## src/rtl/port_controller.sv

```systemverilog
// Port-mapped I/O block for the command-controlled core: four output registers,
// RX/TX FIFOs to a peripheral, a status port and a synchronized pin port.
module port_controller #(
    parameter int unsigned FIFO_DEPTH = 4
) (
    input  logic        clock,
    input  logic        reset,
    input  logic [2:0]  i_port_id,
    input  logic        i_port_write,
    input  logic        i_port_read,
    input  logic [3:0]  i_cpu_wdata,
    output logic [3:0]  o_cpu_rdata,
    output logic [15:0] o_out_regs,
    output logic [3:0]  o_out_strobe,
    input  logic [3:0]  i_rx_data,
    input  logic        i_rx_valid,
    output logic        o_rx_ready,
    output logic [3:0]  o_tx_data,
    output logic        o_tx_valid,
    input  logic        i_tx_ready,
    input  logic [3:0]  i_pins_in
);

    localparam int unsigned AW = (FIFO_DEPTH > 1) ? $clog2(FIFO_DEPTH) : 1;
    localparam int unsigned CW = AW + 1;
    localparam logic [CW-1:0] FULL_COUNT = CW'(FIFO_DEPTH);

    logic [15:0]   r_out_regs;
    logic [3:0]    r_out_strobe;
    logic [3:0]    r_rx_mem [FIFO_DEPTH];
    logic [AW-1:0] r_rx_wptr;
    logic [AW-1:0] r_rx_rptr;
    logic [CW-1:0] r_rx_count;
    logic [3:0]    r_tx_mem [FIFO_DEPTH];
    logic [AW-1:0] r_tx_wptr;
    logic [AW-1:0] r_tx_rptr;
    logic [CW-1:0] r_tx_count;
    logic [3:0]    r_pin_meta;
    logic [3:0]    r_pin_sync;

    logic       w_rx_empty;
    logic       w_rx_full;
    logic       w_tx_empty;
    logic       w_tx_full;
    logic       w_rx_push;
    logic       w_rx_pop;
    logic       w_tx_push;
    logic       w_tx_pop;
    logic       w_reg_write;
    logic [3:0] w_cpu_rdata;

    assign w_rx_empty  = (r_rx_count == '0);
    assign w_rx_full   = (r_rx_count == FULL_COUNT);
    assign w_tx_empty  = (r_tx_count == '0);
    assign w_tx_full   = (r_tx_count == FULL_COUNT);

    // Pops are gated by non-empty, so a push into an empty FIFO always wins.
    assign w_rx_push   = i_rx_valid & ~w_rx_full;
    assign w_rx_pop    = i_port_read & (i_port_id == 3'd4) & ~w_rx_empty;
    assign w_tx_push   = i_port_write & (i_port_id == 3'd6) & ~w_tx_full;
    assign w_tx_pop    = i_tx_ready & ~w_tx_empty;
    assign w_reg_write = i_port_write & ~i_port_id[2];

    always_ff @(posedge clock or posedge reset) begin
        if (reset) begin
            r_out_regs   <= '0;
            r_out_strobe <= '0;
            r_rx_wptr    <= '0;
            r_rx_rptr    <= '0;
            r_rx_count   <= '0;
            r_tx_wptr    <= '0;
            r_tx_rptr    <= '0;
            r_tx_count   <= '0;
            r_pin_meta   <= '0;
            r_pin_sync   <= '0;
        end else begin
            r_out_strobe <= '0;
            if (w_reg_write) begin
                r_out_regs[{i_port_id[1:0], 2'b00} +: 4] <= i_cpu_wdata;
                r_out_strobe[i_port_id[1:0]]             <= 1'b1;
            end

            if (w_rx_push) r_rx_wptr <= r_rx_wptr + 1'b1;
            if (w_rx_pop)  r_rx_rptr <= r_rx_rptr + 1'b1;
            case ({w_rx_push, w_rx_pop})
                2'b10:   r_rx_count <= r_rx_count + 1'b1;
                2'b01:   r_rx_count <= r_rx_count - 1'b1;
                default: r_rx_count <= r_rx_count;
            endcase

            if (w_tx_push) r_tx_wptr <= r_tx_wptr + 1'b1;
            if (w_tx_pop)  r_tx_rptr <= r_tx_rptr + 1'b1;
            case ({w_tx_push, w_tx_pop})
                2'b10:   r_tx_count <= r_tx_count + 1'b1;
                2'b01:   r_tx_count <= r_tx_count - 1'b1;
                default: r_tx_count <= r_tx_count;
            endcase

            r_pin_meta <= i_pins_in;
            r_pin_sync <= r_pin_meta;
        end
    end

    // Storage needs no reset: reads are masked whenever the count says empty.
    always_ff @(posedge clock) begin
        if (w_rx_push) r_rx_mem[r_rx_wptr] <= i_rx_data;
        if (w_tx_push) r_tx_mem[r_tx_wptr] <= i_cpu_wdata;
    end

    always_comb begin
        w_cpu_rdata = '0;
        case (i_port_id)
            3'd0, 3'd1, 3'd2, 3'd3: w_cpu_rdata = r_out_regs[{i_port_id[1:0], 2'b00} +: 4];
            3'd4:    w_cpu_rdata = w_rx_empty ? 4'h0 : r_rx_mem[r_rx_rptr];
            3'd5:    w_cpu_rdata = {w_rx_empty, w_rx_full, w_tx_empty, w_tx_full};
            3'd7:    w_cpu_rdata = r_pin_sync;
            default: w_cpu_rdata = '0;
        endcase
    end

    assign o_cpu_rdata  = w_cpu_rdata;
    assign o_out_regs   = r_out_regs;
    assign o_out_strobe = r_out_strobe;
    assign o_rx_ready   = ~w_rx_full;
    assign o_tx_valid   = ~w_tx_empty;
    assign o_tx_data    = w_tx_empty ? 4'h0 : r_tx_mem[r_tx_rptr];

endmodule

```

## config.mk

```make
export PLATFORM = sky130hd
export DESIGN_NAME = port_controller
export DESIGN_NICKNAME = d
export VERILOG_FILES = /design/src/rtl/port_controller.sv
export SDC_FILE = /design/constraint.sdc
export NUM_CORES = 1
export LEC_CHECK = 0
export ABC_AREA = 1
export BUFFER_PORTS_ARGS = -buffer_cell sky130_fd_sc_hd__buf_4
export CORE_ASPECT_RATIO = 0.8
export CORE_MARGIN = 10
export CORE_UTILIZATION = 51
export CTS_BUF_LIST = sky130_fd_sc_hd__clkbuf_4 sky130_fd_sc_hd__clkbuf_8
export CTS_CLUSTER_SIZE = 16
export DETAILED_ROUTE_END_ITERATION = 10
export GPL_ROUTABILITY_DRIVEN = 0
export PLACE_DENSITY = 0.8
export REMOVE_ABC_BUFFERS = 1
export SYNTH_ARGS = -nofsm -noshare
export SYNTH_HDL_FRONTEND = slang
export SYNTH_SLANG_ARGS = --single-unit
```

## constraint.sdc

```tcl
create_clock -name clock -period 5.5 [get_ports clock]
set_clock_uncertainty 0.15 [all_clocks]
set_input_delay 1.375 -clock clock [delete_from_list [all_inputs] [get_ports clock]]
set_output_delay 1.375 -clock clock [all_outputs]
set_load 0.005 [all_outputs]
```

==> flow_summary.ini, run 1 <==
[global_routing]
grt_pass1_vias = 2669
grt_pass1_wl_um = 12400
antenna_found_initial = 0
grt.total_usage = 0.146
grt-ovfl-total = 0
grt_max_degree = 43

[clock_network]
clkTransAtPathRegs_ps = 70
cts_tree = done
cts_made_buffers = 9
cts_resized = 0
cts_root_buf = clkbuf_8
cts_buffer_depth = 2
post_cts_buffers = 0
clock_latency_ps = 350
cts_sinks = 74
hold_buffers = 0
htree_levels = 3

[power]
power_frac_seq = 0.439
p_clk_frac = 0.262
ir_worst_vdd_mv = 0.184
internal_power_mw = 1.14
power_frac_comb = 0.299
switching_share = 0.340
finalPower_mw = 1.73
p_sw_mw = 0.589
p_leak_nw = 2.02
p_per_area_nw_per_um2 = 413

[die]
start_util = 0.519
rows = 27
die_h_um = 94.5
io_pins = 51
die_w_um = 113
core_um2 = 6820
die_area_um2 = 10700

[setup_path]
cp-end-kind = output pin
worst-path-max-fanout = 14
crit_required_ps = 3970
start_kind = input port
crit_arrival_ps = 2780
critPathKind = in -> out

[timing]
setup_viol = 0
fin_ws_ps = 1190
fmax_mhz = 232
worst_pin_slew_ps = 522
timing.final.crit_share = 0.783
hold_viol = 0
slew_viol_final = 0
setup_tns_ps = 0
rsz0062_at_grt = no
period_needed_ps = 4310
slew_headroom = 0.652

[route]
postRouteAntennaNets = 0
drt-total-wl_um = 7490
firstDrtPassIters = 4
route.detailed.drc = 0
vias_per_cell = 5.11
avgRoutedWirePerCell_um = 14.8
route.vias.total = 2598
first_iter_violations = 187

[status]
status = finished, final reports clean

[final_layout]
drive_gt1_frac = 0.197
num_antenna_cells = 0
syn_to_final_growth_pct = 18.7
final_area_um2 = 4200
fill_cells = 566
num-nets-final = 453

[min_path]
hp-class = reg -> reg

[logic_synthesis]
ys_seq_elements = 74
synth_area_leaders = dfrtp_1 (30%), edfxtp_1 (27%), nand2_1 (6.4%)
yosysTopAreaCell = dfrtp_1
yosys_warnings = 0
synth_area_um2 = 3540
synth.top_cell.area_share = 0.297
syn_area_per_cell_um2 = 9.81
ys_seq_area_frac = 0.568
synth.distinct_cells = 29
netlist_instances = 361

[flow_run]
drv_cap = 0

[placement]
placed_area_um2 = 3980
portBuffers = 50
dp_slack_ps = 1210
dp.final_hpwl_um = 5800
power groups by stage:
stage	Combinational (mW)	Sequential, mW	Clock, mW
after floorplan	0.337	0.751	0
after global placement	0.497	0.767	0
after detailed placement	0.521	0.774	0
after CTS	0.525	0.762	0.459
after global routing	0.601	0.776	0.483
final	0.517	0.761	0.454
flip-flops by register name, summed over array words and instances (netlist names), 3 cells and up:
signal / cells
o_out_regs: 16
o_out_strobe: 4
r_pin_meta: 4
r_pin_sync: 4
r_rx_count: 3
r_rx_mem: 16
r_tx_count: 3
r_tx_mem: 16
worst max-delay path: stages:
cell	delay [ps]
buf_4	160
inv_2	120
ha_1	280
inv_2	210
nand3_1	110
nand2_1	90
nand2_1	110
nand2_1	100
nand2_1	80
buf_4	140
cell usage in the layout (no fill, tap or decap), drive strengths merged:
master,Yosys,routed
bufinv,0,2
nand2,64,64
buf,6,51
nand4,5,5
ha,14,14
clkinv,0,5
xnor2,2,2
a21oi,13,13
o21ai,46,46
clkbuf,1,9
nor2,39,39
edfxtp,32,32
fa,2,2
nand3,23,23
inv,61,60
o31ai,4,4
dfrtp,42,42
xor2,7,7
clkinvlp,0,1
layout make-up:
| cell class | count | area (µm²) | area share |
|---|---|---|---|
| Clock buffer | 9 | 124 | 0.0295 |
| Clock inverter | 7 | 93.8 | 0.0223 |
| Inverter | 61 | 234 | 0.0557 |
| Multi-Input combinational cell | 219 | 1240 | 0.296 |
| Sequential cell | 74 | 2010 | 0.479 |
| Tap cell | 87 | 109 | 0.0259 |
| Timing Repair Buffer | 51 | 383 | 0.0912 |
metrics by stage:
step | hold WS (ps) | utilization | std cells
2_1_floorplan | 181 | - | 354
3_3_place_gp | 184 | 0.584 | 492
3_5_place_dp | 187 | 0.584 | 492
4_1_cts | 204 | 0.616 | 508
5_1_grt | 211 | 0.616 | 508
6_report | 201 | 0.616 | 508
cells by family after synthesis:
family                     synth area share
AOI/OAI and AO/OA                    0.0951
xor gates and xnor gates             0.0223
adders and majority gates            0.0608
buffers and inverters                0.0799
DFF                                   0.568
and+or+nand+nor                       0.174
worst paths after layout:
| path | start | cells past startpoint | end | slack [ps] |
|---|---|---|---|---|
| worst max-delay path | i_port_id[0] | 10 | o_cpu_rdata[3] | 1190 |
| worst min-delay path | r_pin_meta[2] | 0 | r_pin_sync[2] | 200 |
| worst max register to register | r_rx_count[2] | 10 | r_rx_count[2] | 3260 |
| worst min register to register | r_pin_meta[2] | 0 | r_pin_sync[2] | 200 |
| max in group asynchronous | reset | 3 | r_rx_wptr[0] | 3840 |
| min in group asynchronous | reset | 3 | r_tx_count[0] | 980 |
synth_stat cells, drive strengths merged:
master / n
nand2: 64
inv: 61
o21ai: 46
dfrtp: 42
nor2: 39
edfxtp: 32
nand3: 23
ha: 14
a21oi: 13
xor2: 7
buf: 6
nand4: 5
o31ai: 4
fa: 2
xnor2: 2
clkbuf: 1
per-layer routing:
| layer | up-vias | wire length [µm] | share of wire | global-route usage |
|---|---|---|---|---|
| met1 | 1224 | 3090 | 0.41 | 0.170 |
| met4 | 0 | 217 | 0.029 | 0.0686 |
| li1 | 1274 | - | - | - |
| met5 | - | 0 | 0 | 0 |
| met3 | 17 | 545 | 0.073 | 0.0494 |
| met2 | 83 | 3640 | 0.49 | 0.239 |
No activity file was read; power rests on OpenSTA's default activity.
==> run 2, diff against run 1 <==
Settings changed: ABC_AREA 1 to 0, PLACE_DENSITY 0.8 to 0.81.
Clock period 5.5 ns to 4.4 ns, I/O delays scaled along.
==> flow_summary.ini, run 2 <==
[setup_path]
critPathKind = in -> out
max_stage_delay_ps = 560
cp-end-kind = output pin
crit_chain = buf_4 -> inv_1 -> ha_1 -> o41ai_2 -> o221ai_1 -> buf_4
crit_buf_inv = 3
crit_required_ps = 3150
cpMaxStageDelayCell = o41ai_2
start_kind = input port
cp_common_cell = buf_4
crit_arrival_ps = 2770
cpLargestDelayFamily = compound AO/OA/AOI/OAI gates
worst-path-max-fanout = 11

[timing]
hold_viol = 0
worst_pin_slew_ps = 534
timing.final.crit_share = 0.915
slew_headroom = 0.644
fmax_mhz = 248
setup_viol = 0
slew_viol_final = 0
period_needed_ps = 4020
rsz0062_at_grt = no
setup_tns_ps = 0

[route]
vias_per_cell = 5.27
drt-total-wl_um = 6350
route.detailed.drc = 0
avgRoutedWirePerCell_um = 17.1
route.vias.total = 1962
first_iter_violations = 89
firstDrtPassIters = 4
postRouteAntennaNets = 0

[logic_synthesis]
synthTopCellsByCount = dfrtp_1 (42), edfxtp_1 (32), inv_1 (26)
yosysTopAreaCell = dfrtp_1
yosys_warnings = 0
synth_area_um2 = 3280
ys_seq_elements = 74
synth_most_common_cell = dfrtp_1
netlist_instances = 225
synth_edf_count = 32
syn_area_per_cell_um2 = 14.6
ys_async_sr_fraction = 0.568
synth.top_cell.area_share = 0.320
synth.distinct_cells = 32
synth_area_leaders = dfrtp_1 (32%), edfxtp_1 (29%), mux4_2 (8.2%)
ys_seq_area_frac = 0.614
synth_top_flop_cell = dfrtp_1

[die]
die_area_um2 = 10100
die_h_um = 91.7
rows = 26
core_um2 = 6310
start_util = 0.520
die_w_um = 110
io_pins = 51

[power]
ir_worst_vdd_mv = 0.278
internal_power_mw = 1.42
switching_share = 0.301
p_clk_frac = 0.268
power_frac_comb = 0.256
p_leak_nw = 1.72
power_frac_seq = 0.476
finalPower_mw = 2.03
p_sw_mw = 0.611
p_per_area_nw_per_um2 = 513

[clock_network]
clkTransAtPathRegs_ps = 70
cts_resized = 0
cts_tree = done
htree_levels = 3
hold_buffers = 0
post_cts_buffers = 0
cts_sinks = 74
clock_latency_ps = 340
cts_buffer_depth = 2
cts_root_buf = clkbuf_8
cts_made_buffers = 9

[global_routing]
antenna_found_initial = 0
grt.total_usage = 0.134
grt_max_degree = 43
grt_pass1_wl_um = 10500
grt-ovfl-total = 0
grt_pass1_vias = 2069

[min_path]
hp-class = reg -> reg

[placement]
dp.final_hpwl_um = 4720
portBuffers = 50

[flow_run]
drv_cap = 0

[final_layout]
num-nets-final = 320
final_common_cell = buf_4
drive_gt1_frac = 0.302
num_antenna_cells = 0
syn_to_final_growth_pct = 20.5
mostFrequentLayoutCells = buf_4 (51), dfrtp_1 (42), edfxtp_1 (32)

[status]
status = finished, final reports clean
run 2: changes by cell type after synthesis, sizes merged, moves of 14 or more:
cell   previous run  this run
inv              61        26
o21ai            46         6
and2              0        14
nor2             39         5
nand2            64        16
nand3            23         3
run 2: final timing paths:
kind                       cells past startpoint  slack [ps]        endpoint          start
setup / recovery                               6         380  o_cpu_rdata[3]   i_port_id[0]
hold / removal                                 0         190   r_pin_sync[1]  r_pin_meta[1]
setup reg to reg                               9        2170   r_tx_count[2]  r_tx_count[1]
hold reg to reg                                0         190   r_pin_sync[1]  r_pin_meta[1]
max in group asynchronous                      3        3000   o_out_regs[5]          reset
min in group asynchronous                      3         740    r_rx_wptr[1]          reset
run 2: through the flow:
stage	utilization	area [µm²]	hold WS [ps]	cells	setup WS (ps)
2_1_floorplan	-	3260	181	221	985
3_3_place_gp	0.593	3740	186	356	479
3_5_place_dp	0.593	3740	185	356	417
4_1_cts	0.626	3950	197	372	416
5_1_grt	0.626	3950	208	372	253
6_report	0.626	3950	195	372	375
run 2: metal layers:
metal / share of wire / global-route usage
met1: 0.44 / 0.174
met4: 0.014 / 0.0530
met5: 0 / 0
met3: 0.089 / 0.0552
met2: 0.45 / 0.195
run 2: cell families after synthesis:
| group | after synthesis | share of synthesized area |
|---|---|---|
| and+or+nand+nor | 48 | 0.0847 |
| AOI/OAI and AO/OA | 30 | 0.0752 |
| buffers and inverters | 30 | 0.0366 |
| xor gates and xnor gates | 12 | 0.0320 |
| muxes | 15 | 0.0923 |
| DFF | 74 | 0.614 |
| adders and majority gates | 16 | 0.0656 |
run 2: cell type report:
class                      instances  area, µm²
fill                             484       2360
sequential                        74       2010
tap                               84        105
timing repair buffer              51        383
clock inverter                     6       70.1
multi-input combinational        121       1150
inverter                          26       97.6
clock buffer                      10        138
run 2: power by group through the flow:
stage	clock network, mW	logic (mW)	registers, mW
4_1_cts	0.557	0.530	0.967
3_3_place_gp	0	0.508	0.976
5_1_grt	0.588	0.590	0.987
6_report	0.543	0.519	0.966
2_1_floorplan	0	0.352	0.952
3_5_place_dp	0	0.530	0.980
run 2: worst register-to-register path: stages (launching register included):
cell and delay [ps]:
dfrtp_1 420, nor3_1 310, inv_1 190, and2_1 230, ha_1 210, inv_1 70
fa_1 170, xor2_1 150, nor2_1 60, xor2_1 140
